## src/rtl/vx_tma_uop_seq_pkg.sv

```systemverilog
// Shared types and constants for the TMA launch-op expander.
// Holds the ibuffer_t payload, TMA micro-op opcodes and sizing helpers.
package vx_tma_uop_seq_pkg;

  localparam int unsigned UUID_WIDTH     = 44;
  localparam int unsigned NW_BITS        = 2;
  localparam int unsigned NUM_THREADS    = 4;
  localparam int unsigned PC_BITS        = 32;
  localparam int unsigned EX_BITS        = 2;
  localparam int unsigned INST_OP_BITS   = 4;
  localparam int unsigned INST_ARGS_BITS = 16;
  localparam int unsigned REG_BITS       = 6;

  // Coordinates live in the F bank (upper half of the register index space).
  localparam bit EXT_F_ENABLE = 1'b1;
  localparam bit UUID_ENABLE  = 1'b1;

  localparam int unsigned TMA_UOP_OP_BITS  = 3;
  localparam int unsigned TMA_UOP_IDX_LSB  = 3;
  localparam int unsigned TMA_UOP_IDX_BITS = 3;
  localparam int unsigned TMA_DIMS_BITS    = 3;
  // Clamped dims can reach 8, so one bit wider than the raw field.
  localparam int unsigned DIMS_W           = 4;

  localparam logic [TMA_UOP_OP_BITS-1:0] TMA_UOP_SETUP0 = 3'd0;
  localparam logic [TMA_UOP_OP_BITS-1:0] TMA_UOP_SETUP1 = 3'd1;
  localparam logic [TMA_UOP_OP_BITS-1:0] TMA_UOP_COORD  = 3'd2;
  localparam logic [TMA_UOP_OP_BITS-1:0] TMA_UOP_ISSUE  = 3'd4;

  typedef struct packed {
    logic [UUID_WIDTH-1:0]     uuid;
    logic [NW_BITS-1:0]        wid;
    logic [NUM_THREADS-1:0]    tmask;
    logic [PC_BITS-1:0]        PC;
    logic [EX_BITS-1:0]        ex_type;
    logic [INST_OP_BITS-1:0]   op_type;
    logic [INST_ARGS_BITS-1:0] op_args;
    logic                      wb;
    logic                      rd_xregs;
    logic                      wr_xregs;
    logic [2:0]                used_rs;
    logic [REG_BITS-1:0]       rd;
    logic [REG_BITS-1:0]       rs1;
    logic [REG_BITS-1:0]       rs2;
    logic [REG_BITS-1:0]       rs3;
  } ibuffer_t;

  // Total micro-ops for an already clamped dims value: SETUP0, SETUP1, ceil(d/2) COORD/ISSUE.
  function automatic int unsigned tma_uop_count(input logic [DIMS_W-1:0] dims);
    return 2 + ((32'(dims) + 1) / 2);
  endfunction

  // Counter width able to index every micro-op of the longest sequence.
  function automatic int unsigned tma_ctr_width(input int unsigned max_dims);
    return $clog2(2 + ((max_dims + 1) / 2));
  endfunction

endpackage

```

## src/rtl/vx_tma_uop_seq_decode.sv

```systemverilog
// Combinational micro-op builder: maps the held launch instruction and the
// sequence counter to one output micro-op.
// Ports:
//   held    - latched launch instruction
//   ctr     - micro-op index within the sequence
//   dims    - clamped tensor dimensionality (1..MAX_DIMS)
//   is_last - ctr addresses the ISSUE micro-op
//   uop     - generated micro-op payload
module vx_tma_uop_seq_decode
  import vx_tma_uop_seq_pkg::*;
#(
  parameter int unsigned MAX_DIMS   = 5,
  parameter int unsigned COORD_BASE = 5,
  parameter int unsigned CTR_W      = tma_ctr_width(MAX_DIMS)
) (
  input  ibuffer_t          held,
  input  logic [CTR_W-1:0]  ctr,
  input  logic [DIMS_W-1:0] dims,
  output logic              is_last,
  output ibuffer_t          uop
);

  localparam int unsigned REG_BASE = (EXT_F_ENABLE ? 32 : 0) + COORD_BASE;

  logic [CTR_W-1:0]           last_idx;
  logic [CTR_W-1:0]           k;
  logic [TMA_UOP_OP_BITS-1:0] op;

  assign last_idx = CTR_W'(tma_uop_count(dims) - 1);
  assign k        = ctr - CTR_W'(2);
  assign is_last  = (ctr == last_idx);

  // Field overrides on top of a pass-through copy of the held instruction.
  always_comb begin
    uop         = held;
    op          = TMA_UOP_SETUP0;
    uop.wb      = 1'b0;
    uop.used_rs = 3'b011;
    uop.rs1     = held.rs2;
    uop.rs2     = held.rs2;
    if (ctr == CTR_W'(1)) begin
      op      = TMA_UOP_SETUP1;
      uop.rs1 = held.rs1;
    end else if (ctr != '0 && is_last) begin
      op = TMA_UOP_ISSUE;
      // Odd rank leaves a single trailing coordinate for ISSUE.
      if (dims[0]) begin
        uop.rs1     = REG_BITS'(REG_BASE + 32'(dims) - 1);
        uop.rs2     = '0;
        uop.used_rs = 3'b001;
      end else begin
        uop.rs1 = REG_BITS'(REG_BASE + 32'(dims) - 2);
        uop.rs2 = REG_BITS'(REG_BASE + 32'(dims) - 1);
      end
    end else if (ctr != '0) begin
      op      = TMA_UOP_COORD;
      uop.rs1 = REG_BITS'(REG_BASE + 2 * 32'(k));
      uop.rs2 = REG_BITS'(REG_BASE + 2 * 32'(k) + 1);
      uop.op_args[TMA_UOP_IDX_LSB +: TMA_UOP_IDX_BITS] = TMA_UOP_IDX_BITS'(k);
    end
    uop.op_args[TMA_UOP_OP_BITS-1:0] = op;
    // Stamp the micro-op index into the uuid so trace tools can tell uops apart.
    if (UUID_ENABLE) begin
      uop.uuid[31:0] = {ctr, held.uuid[31-CTR_W:0]};
    end
  end

endmodule

```

## src/rtl/vx_tma_uop_seq.sv

```systemverilog
// TMA launch-op expander between ibuffer and scheduler. Latches one launch
// instruction and streams SETUP0, SETUP1, COORD pairs and ISSUE micro-ops.
// Ports:
//   clk, reset          - clock, async active-high reset
//   flush               - synchronous abort of the current sequence
//   in_valid/in_data/in_ready    - launch instruction handshake
//   out_valid/out_data/out_ready - micro-op handshake
//   out_last            - current micro-op is ISSUE
//   busy                - sequence in progress
module vx_tma_uop_seq
  import vx_tma_uop_seq_pkg::*;
#(
  parameter int unsigned MAX_DIMS   = 5,
  parameter int unsigned COORD_BASE = 5,
  parameter int unsigned DIMS_LSB   = 3
) (
  input  logic     clk,
  input  logic     reset,
  input  logic     flush,
  input  logic     in_valid,
  input  ibuffer_t in_data,
  output logic     in_ready,
  output logic     out_valid,
  output ibuffer_t out_data,
  input  logic     out_ready,
  output logic     out_last,
  output logic     busy
);

  localparam int unsigned CTR_W = tma_ctr_width(MAX_DIMS);

  typedef enum logic [0:0] {
    S_IDLE = 1'b0,
    S_RUN  = 1'b1
  } state_t;

  state_t                   state;
  state_t                   state_n;
  ibuffer_t                 held_q;
  logic [DIMS_W-1:0]        dims_q;
  logic [DIMS_W-1:0]        dims_in;
  logic [TMA_DIMS_BITS-1:0] dims_raw;
  logic [CTR_W-1:0]         ctr_q;
  logic                     dec_last;
  logic                     fire;
  logic                     accept;

  // Out-of-range rank (0 or above MAX_DIMS) runs the full-rank sequence.
  assign dims_raw = in_data.op_args[DIMS_LSB +: TMA_DIMS_BITS];
  assign dims_in  = (dims_raw == '0 || 32'(dims_raw) > MAX_DIMS)
                  ? DIMS_W'(MAX_DIMS) : DIMS_W'(dims_raw);

  assign fire   = out_valid && out_ready;
  assign accept = in_valid && in_ready;

  vx_tma_uop_seq_decode #(
    .MAX_DIMS   (MAX_DIMS),
    .COORD_BASE (COORD_BASE),
    .CTR_W      (CTR_W)
  ) u_decode (
    .held    (held_q),
    .ctr     (ctr_q),
    .dims    (dims_q),
    .is_last (dec_last),
    .uop     (out_data)
  );

  // State register.
  always_ff @(posedge clk or posedge reset) begin
    if (reset) begin
      state <= S_IDLE;
    end else begin
      state <= state_n;
    end
  end

  // Next-state logic; flush dominates.
  always_comb begin
    state_n = state;
    if (flush) begin
      state_n = S_IDLE;
    end else begin
      case (state)
        S_IDLE: if (accept) state_n = S_RUN;
        S_RUN:  if (fire && dec_last) state_n = accept ? S_RUN : S_IDLE;
        default: state_n = S_IDLE;
      endcase
    end
  end

  // Handshake outputs; a new launch may enter while ISSUE is being taken.
  always_comb begin
    out_valid = (state == S_RUN);
    busy      = (state == S_RUN);
    out_last  = (state == S_RUN) && dec_last;
    in_ready  = !flush && ((state == S_IDLE) || (out_last && out_ready));
  end

  // Held instruction and micro-op counter.
  always_ff @(posedge clk or posedge reset) begin
    if (reset) begin
      held_q <= '0;
      dims_q <= '0;
      ctr_q  <= '0;
    end else if (flush) begin
      ctr_q <= '0;
    end else if (accept) begin
      held_q <= in_data;
      dims_q <= dims_in;
      ctr_q  <= '0;
    end else if (fire && !dec_last) begin
      ctr_q <= ctr_q + CTR_W'(1);
    end
  end

endmodule
```

## config.mk

```make
export PLATFORM = sky130hd
export DESIGN_NAME = vx_tma_uop_seq
export DESIGN_NICKNAME = d
export VERILOG_FILES = /design/src/rtl/vx_tma_uop_seq_pkg.sv /design/src/rtl/vx_tma_uop_seq_decode.sv /design/src/rtl/vx_tma_uop_seq.sv
export SDC_FILE = /design/constraint.sdc
export NUM_CORES = 1
export LEC_CHECK = 0
export BUFFER_PORTS_ARGS = -buffer_cell sky130_fd_sc_hd__clkbuf_2
export CORE_MARGIN = 2
export CORE_UTILIZATION = 50
export CTS_BUF_LIST = sky130_fd_sc_hd__clkbuf_4
export CTS_CLUSTER_DIAMETER = 30
export DETAILED_ROUTE_END_ITERATION = 7
export GPL_TIMING_DRIVEN = 0
export HOLD_SLACK_MARGIN = 0.1
export PLACE_DENSITY = 0.83
export SYNTH_ARGS = -nofsm -noshare
export SYNTH_HDL_FRONTEND = slang
export SYNTH_SLANG_ARGS = --single-unit
```

## constraint.sdc

```tcl
create_clock -name clk -period 5.2 [get_ports clk]
set_clock_uncertainty 0.05 [all_clocks]
set_input_delay 0.52 -clock clk [delete_from_list [all_inputs] [get_ports clk]]
set_output_delay 0.52 -clock clk [all_outputs]
set_load 0.02 [all_outputs]
```

==> results.json, run 1 <==
{
  "clockPowerShare_pct": 10.1,
  "first_global_vias": 4806,
  "timing_worst_slew_pin_value_ns": 0.770,
  "cell_internal_pwr_w": 0.00344,
  "detailedRoute.firstIterationViolations": 229,
  "clock_tree.htree_level_count": 4,
  "setup_viol": 0,
  "crit_path_start_kind": "register",
  "largest_net_degree_at_the_start_of_global_routing": 79,
  "antenna_violations_before_repair": 1,
  "stdcell_area_sq_um": 8570,
  "num_io_pins": 277,
  "clock_tree_from_tritoncts": "yes",
  "fillers": 1057,
  "floorplan.rows": 42,
  "fp.coreArea_sq_um": 13200,
  "status": "finished clean",
  "static_leakage_nw": 4.45,
  "power_w": 0.00583,
  "worst-endpoint-arrival_ns": 3.74,
  "cts.reportedPaths.clkPinSlew_ns": 0.12,
  "netSwitchingPower_w": 0.00240,
  "areaGrowthSynthToFinish_pct": 26.8,
  "vdd_ir_drop_max_v": 0.000383,
  "drtAntennaViolNets": 0,
  "syn_avg_cell_area_sq_um": 12.9,
  "placement_cell_area_sq_um": 8330,
  "start_util_pct": 51.0,
  "ctsHoldBuffers": 1,
  "syn-cell-area_sq_um": 6760,
  "syn_inst": 523,
  "place_hpwl_microns": 11500,
  "cells_resized_by_post_cts_repair": 0,
  "die_width_microns": 120,
  "highest_count_cells_in_the_layout_ignoring_fill_and_taps": "sky130_fd_sc_hd__clkbuf_2 (263), sky130_fd_sc_hd__dfrtp_1 (131), sky130_fd_sc_hd__buf_4 (124)",
  "grt_overflow": 0,
  "power.share.combinational_pct": 58.9,
  "fmax_mhz": 232,
  "endpoint_kind": "primary output",
  "cts_sinks": 131,
  "worst_hold_path_type": "input port to register",
  "min_period_over_period_pct": 82.9,
  "sw_frac_of_total_pct": 41.1,
  "power_density_nw_per_um2": 680,
  "final_period_minus_worst_setup_slack_ns": 4.31,
  "rsz0062_at_grt": "no",
  "seqPwrFrac_pct": 31.0,
  "synth_sequential_area_ratio_pct": 48.5,
  "mostFrequentLayoutCell": "sky130_fd_sc_hd__clkbuf_2",
  "vias": 4745,
  "ctsLongestPathBuffers": 2,
  "drt_pass1_iterations": 4,
  "total_count_of_max_transition_violations_in_the_final_report": 0,
  "cp_max_fo": 10,
  "finalWeightedCongestion": 0.875,
  "ys_ff_latch": 131,
  "finalHoldWorstSlack_ns": 0.163,
  "cap_violations": 0,
  "buffer_ports.inserted": 263,
  "chip_height_microns": 120,
  "fin_nets": 958,
  "class_of_the_most_critical_setup_path": "register to primary output",
  "synth.distinct_cells": 51,
  "worst_skew_pair.late_latency_ns": 0.52,
  "place_worst_setup_slack_ns": 1.50,
  "worst_slew_margin_rel_pct": 48.5,
  "synth_warnings": 0,
  "wl_per_cell_microns": 15.3,
  "numCtsBuffers": 17,
  "cts-root-buf": "sky130_fd_sc_hd__clkbuf_4",
  "die_area_sq_um": 14500,
  "drive_above_1_share_pct": 68.2,
  "critical_path_required_ns": 4.63,
  "drc": 0,
  "avgViaCountPerCell": 4.77,
  "grt_first_pass_wirelength_microns": 24000,
  "hold_viol": 0,
  "postCtsSetupBuffers": 0,
  "wl_microns": 15200,
  "groute.usage.overall_pct": 21.5,
  "fin_ws_ns": 0.890
}
registers in the layout, summed over array words and instances (netlist names):
signal and count:
busy 1, dims_q 3, held_q 124, ctr_q 3
power groups by stage:
stage	clock, W	sequential [W]	combinational (W)
2_1_floorplan	0	0.00174	0.00262
5_1_grt	0.000662	0.00187	0.00367
6_report	0.000589	0.00181	0.00344
4_1_cts	0.000616	0.00181	0.00346
3_5_place_dp	0	0.00183	0.00344
3_3_place_gp	0	0.00180	0.00339
synth_stat cells, drive strengths merged:
| library cell | count | area (sq um) |
|---|---|---|
| o221ai | 1 | 8.76 |
| inv | 11 | 41.3 |
| nand3b | 1 | 7.51 |
| o21ai | 6 | 30.0 |
| nor4 | 2 | 12.5 |
| o21ba | 2 | 20.0 |
| nor3 | 4 | 20.0 |
| conb | 2 | 7.51 |
| nand4 | 2 | 12.5 |
| xnor2 | 6 | 60.1 |
| o211ai | 2 | 15.0 |
| o2111ai | 2 | 17.5 |
| a31oi | 5 | 31.3 |
| mux2 | 128 | 1550 |
| a221o | 2 | 20.0 |
| o21a | 1 | 7.51 |
| ha | 11 | 138 |
| nor2 | 15 | 63.8 |
| o32a | 1 | 10.0 |
| and4 | 2 | 17.5 |
| a211oi | 2 | 15.0 |
| a21oi | 12 | 63.8 |
| nand4b | 1 | 8.76 |
| a32oi | 2 | 17.5 |
| nor2b | 4 | 25.0 |
| and3b | 1 | 8.76 |
| clkbuf | 5 | 18.8 |
| and2 | 1 | 6.26 |
| o41ai | 1 | 8.76 |
| a211o | 1 | 8.76 |
| nand3 | 3 | 15.0 |
| or2 | 1 | 6.26 |
| o22ai | 1 | 6.26 |
| nor3b | 1 | 7.51 |
| a2111oi | 1 | 8.76 |
| buf | 131 | 1030 |
| o21bai | 2 | 15.0 |
| nand2 | 8 | 30.0 |
| dfrtp | 131 | 3280 |
| mux2i | 3 | 30.0 |
| xor2 | 5 | 58.8 |
path summary, 6_finish.rpt:
kind | slack (ns) | cells past startpoint | end | startpoint
min in group asynchronous | 0.55 | 3 | held_q[124] | reset
max in group asynchronous | 3.79 | 4 | held_q[33] | reset
min reg2reg | 0.46 | 1 | held_q[22] | held_q[22]
min | 0.16 | 2 | held_q[124] | in_data[124]
max reg2reg | 2.08 | 11 | held_q[67] | dims_q[0]
max | 0.89 | 10 | out_data[15] | dims_q[0]
routing by layer:
layer	GRT usage (%)	part of all wire [%]	vias to the layer above	wire length (microns)
met4	6.83	1.5	0	222
met5	0	0	-	0
met2	35.9	51	214	7680
met3	7.83	8.9	17	1350
met1	25.9	39	2260	5950
li1	-	-	2254	-
stage by stage:
| stage | utilization [%] | cells | TNS [ns] |
|---|---|---|---|
| global placement | 62.6 | 963 | -58.15 |
| CTS | 64.7 | 994 | 0 |
| detailed placement | 62.9 | 964 | 0 |
| finish | 64.7 | 995 | 0 |
| floorplan | - | 524 | 0 |
| global route | 64.7 | 995 | 0 |
critical path, stage by stage (launching register included):
cell and delay (ns):
sky130_fd_sc_hd__dfrtp_1 0.50, sky130_fd_sc_hd__inv_1 0.17, sky130_fd_sc_hd__ha_1 0.41, sky130_fd_sc_hd__inv_1 0.09, sky130_fd_sc_hd__ha_1 0.33, sky130_fd_sc_hd__xor2_2 0.21
sky130_fd_sc_hd__or2_2 0.30, sky130_fd_sc_hd__clkbuf_1 0.23, sky130_fd_sc_hd__a2111oi_0 0.59, sky130_fd_sc_hd__o32a_1 0.24, sky130_fd_sc_hd__clkbuf_2 0.17
area by class of cell:
class                      instances  area (sq um)  share of cell area (%)
sequential                       131          3280                    38.3
multi-input combinational        246          2390                    27.9
timing repair buffer             265          1350                    15.8
buffer                           136          1050                    12.2
tap                              176           220                    2.57
clock buffer                      18           135                    1.58
clock inverter                    11          92.6                    1.08
inverter                          11          46.3                   0.540
antenna                            1          2.50                  0.0292
logic make-up after synthesis:
| group | synth area share (%) |
|---|---|
| buffers and inverters | 16.1 |
| multiplexers | 23.4 |
| flip-flops | 48.5 |
| AND/OR/NAND/NOR | 3.57 |
| AO/OA/AOI/OAI | 4.50 |
| adder cells (fa/ha/maj) | 2.04 |
| XOR/XNOR | 1.76 |
| other | 0.111 |
Power figures use the tool's default switching activity.
==> run 2: changes to the inputs <==
==> constraint.sdc (replaced) <==
create_clock -name clk -period 4.3 [get_ports clk]
set_clock_uncertainty 0.05 [all_clocks]
set_input_delay 0.43 -clock clk [delete_from_list [all_inputs] [get_ports clk]]
set_output_delay 0.43 -clock clk [all_outputs]
set_load 0.02 [all_outputs]
==> run 2 against run 1 <==
- largest cell class is now non-clock buffers
- largest power group unchanged
- sequential power is 23% higher
- flip-flop and latch count stayed put
- hold slack better by 0.011 ns
- register-to-register slack worse by 0.94 ns
- critical endpoint unchanged
- highest routed layer unchanged
==> results.json, run 2 (synthesis results as in run 1) <==
{
  "status": "finished clean",
  "clockPowerShare_pct": 10.0,
  "min_path_cells": 3,
  "first_global_vias": 5777,
  "netSwitchingPower_w": 0.00308,
  "fmax_mhz": 248,
  "vdd_ir_drop_max_v": 0.000531,
  "start_util_pct": 51.0,
  "static_leakage_nw": 4.97,
  "final_core_util_pct": 74.3,
  "avgViaCountPerCell": 4.82,
  "reg2reg_depth": 11,
  "flip_flop_count_of_the_largest_register_after_layout": 124,
  "finalWeightedCongestion": 0.875,
  "sw_frac_of_total_pct": 42.0,
  "fillers": 844,
  "postCtsSetupBuffers": 0,
  "hold_viol": 0,
  "ff_latch_area_sq_um": 3280,
  "wl_microns": 19000,
  "grt_first_pass_wirelength_microns": 30000,
  "endpoint_kind": "primary output",
  "place_hpwl_microns": 11500,
  "vias": 5399,
  "die_area_sq_um": 14500,
  "rsz0062_at_grt": "no",
  "highest_count_cells_in_the_layout_ignoring_fill_and_taps": "sky130_fd_sc_hd__clkbuf_2 (263), sky130_fd_sc_hd__dfrtp_1 (131), sky130_fd_sc_hd__dlygate4sd3_1 (127)",
  "finalHoldWorstSlack_ns": 0.175,
  "fin_nets": 1084,
  "worst_hold_path_type": "input port to register",
  "total_negative_slack_for_setup_checks_ns": 0,
  "crit_path_start_kind": "register",
  "class_of_the_most_critical_setup_path": "register to primary output",
  "final-instance-count-excl-fill": 1121,
  "areaGrowthSynthToFinish_pct": 45.6,
  "timing.critical_path.slowest_cell_delay_ns": 0.50,
  "cell_internal_pwr_w": 0.00424,
  "worst-endpoint-arrival_ns": 3.55,
  "chip_height_microns": 120,
  "drt_pass1_iterations": 4,
  "groute.usage.overall_pct": 26.9,
  "clock_tree_from_tritoncts": "yes",
  "clock_tree.htree_level_count": 4,
  "largestRegisters": "held_q: 124 flops, ctr_q: 3 flops, dims_q: 3 flops",
  "die_width_microns": 120,
  "power_density_nw_per_um2": 744,
  "drtAntennaViolNets": 0,
  "floorplan.rows": 42,
  "critical_path_required_ns": 3.82,
  "ctsLongestPathBuffers": 2,
  "cpMaxStageDelayCell": "sky130_fd_sc_hd__dfrtp_1",
  "setup_viol": 0,
  "antenna_violations_before_repair": 1,
  "mostFrequentLayoutCell": "sky130_fd_sc_hd__clkbuf_2",
  "register_with_the_most_flip_flops": "held_q",
  "setup.reg_to_reg.worst_slack_ns": 1.14,
  "drive_above_1_share_pct": 59.2,
  "cts-root-buf": "sky130_fd_sc_hd__clkbuf_4",
  "power.share.combinational_pct": 59.5,
  "numCtsBuffers": 17,
  "drc": 0,
  "final_period_minus_worst_setup_slack_ns": 4.03,
  "largest_net_degree_at_the_start_of_global_routing": 79,
  "buffer_ports.inserted": 263,
  "cap_violations": 0,
  "cp_max_fo": 10,
  "detailedRoute.firstIterationViolations": 338,
  "fp.coreArea_sq_um": 13200,
  "cp_cell_sequence": "inv_1 -> ha_1 -> inv_1 -> ha_1 -> xor2_2 -> or2_2 -> clkbuf_1 -> a2111oi_2 -> o32a_1 -> clkbuf_2",
  "grt_overflow": 0,
  "cts_sinks": 131,
  "wl_per_cell_microns": 16.9,
  "worst_slew_margin_rel_pct": 46.9,
  "seqPwrFrac_pct": 30.5,
  "timing_worst_slew_pin_value_ns": 0.794,
  "worst_skew_pair.late_latency_ns": 0.53,
  "place.detailed.instances": 964,
  "cts.reportedPaths.clkPinSlew_ns": 0.12,
  "num_io_pins": 277,
  "min_period_over_period_pct": 93.7,
  "multi_input_comb_area_sq_um": 2400,
  "total_count_of_max_transition_violations_in_the_final_report": 0
}
==> run 2: area by class of cell <==
type | instances | share of cell area [%]
buffer | 136 | 10.6
antenna | 1 | 0.0254
clock buffer | 18 | 1.37
clock inverter | 11 | 0.941
multi-input combinational | 246 | 24.4
sequential | 131 | 33.3
timing repair buffer | 391 | 26.6
inverter | 11 | 0.471
tap | 176 | 2.24
==> run 2: routing by layer <==
metal	share of wire, %	GRT usage (%)	up-vias
li1	-	-	2505
met1	39	32.1	2623
met2	52	46.8	239
met3	7.1	7.17	32
met4	2.4	9.45	0
met5	0	0	-
==> run 2: through the flow <==
step                area, sq um  setup WS, ns  total power, W
detailed placement         8330         0.694         0.00638
global placement           8300         -1.26         0.00628
CTS                        9830        0.0718         0.00721
global route               9840        0.0334         0.00773
finish                     9840         0.272         0.00732
floorplan                  6760         0.322         0.00528
==> run 2: what timing repair did <==
item / CTS / global route
hold buffers: 127 / 0
endpoints found under the hold margin: 179 / 0
gates resized for setup: 0 / 2
endpoints found under the setup margin: 0 / 1
==> run 2: power groups by stage <==
stage | combinational, W | clock [W] | sequential (W)
after floorplan | 0.00317 | 0 | 0.00211
after global routing | 0.00462 | 0.000813 | 0.00230
after global placement | 0.00410 | 0 | 0.00218
after detailed placement | 0.00416 | 0 | 0.00221
final | 0.00436 | 0.000730 | 0.00223
after CTS | 0.00427 | 0.000744 | 0.00219
==> run 2: worst paths after layout <==
path / startpoint / to
worst min-delay path: out_ready / ctr_q[1]
worst max register to register: dims_q[0] / held_q[86]
min in group asynchronous: reset / held_q[126]
max in group asynchronous: reset / held_q[33]
worst min register to register: held_q[18] / held_q[18]
worst max-delay path: dims_q[0] / out_data[15]
==> run 2: critical path, delay by kind of cell (launching register included) <==
family          cells  cell delay [ns]
fa+ha+maj           2             0.74
buf+inv             4             0.69
compound gates      2             0.60
flops               1             0.50
simple gates        1             0.30
xor+xnor            1             0.21
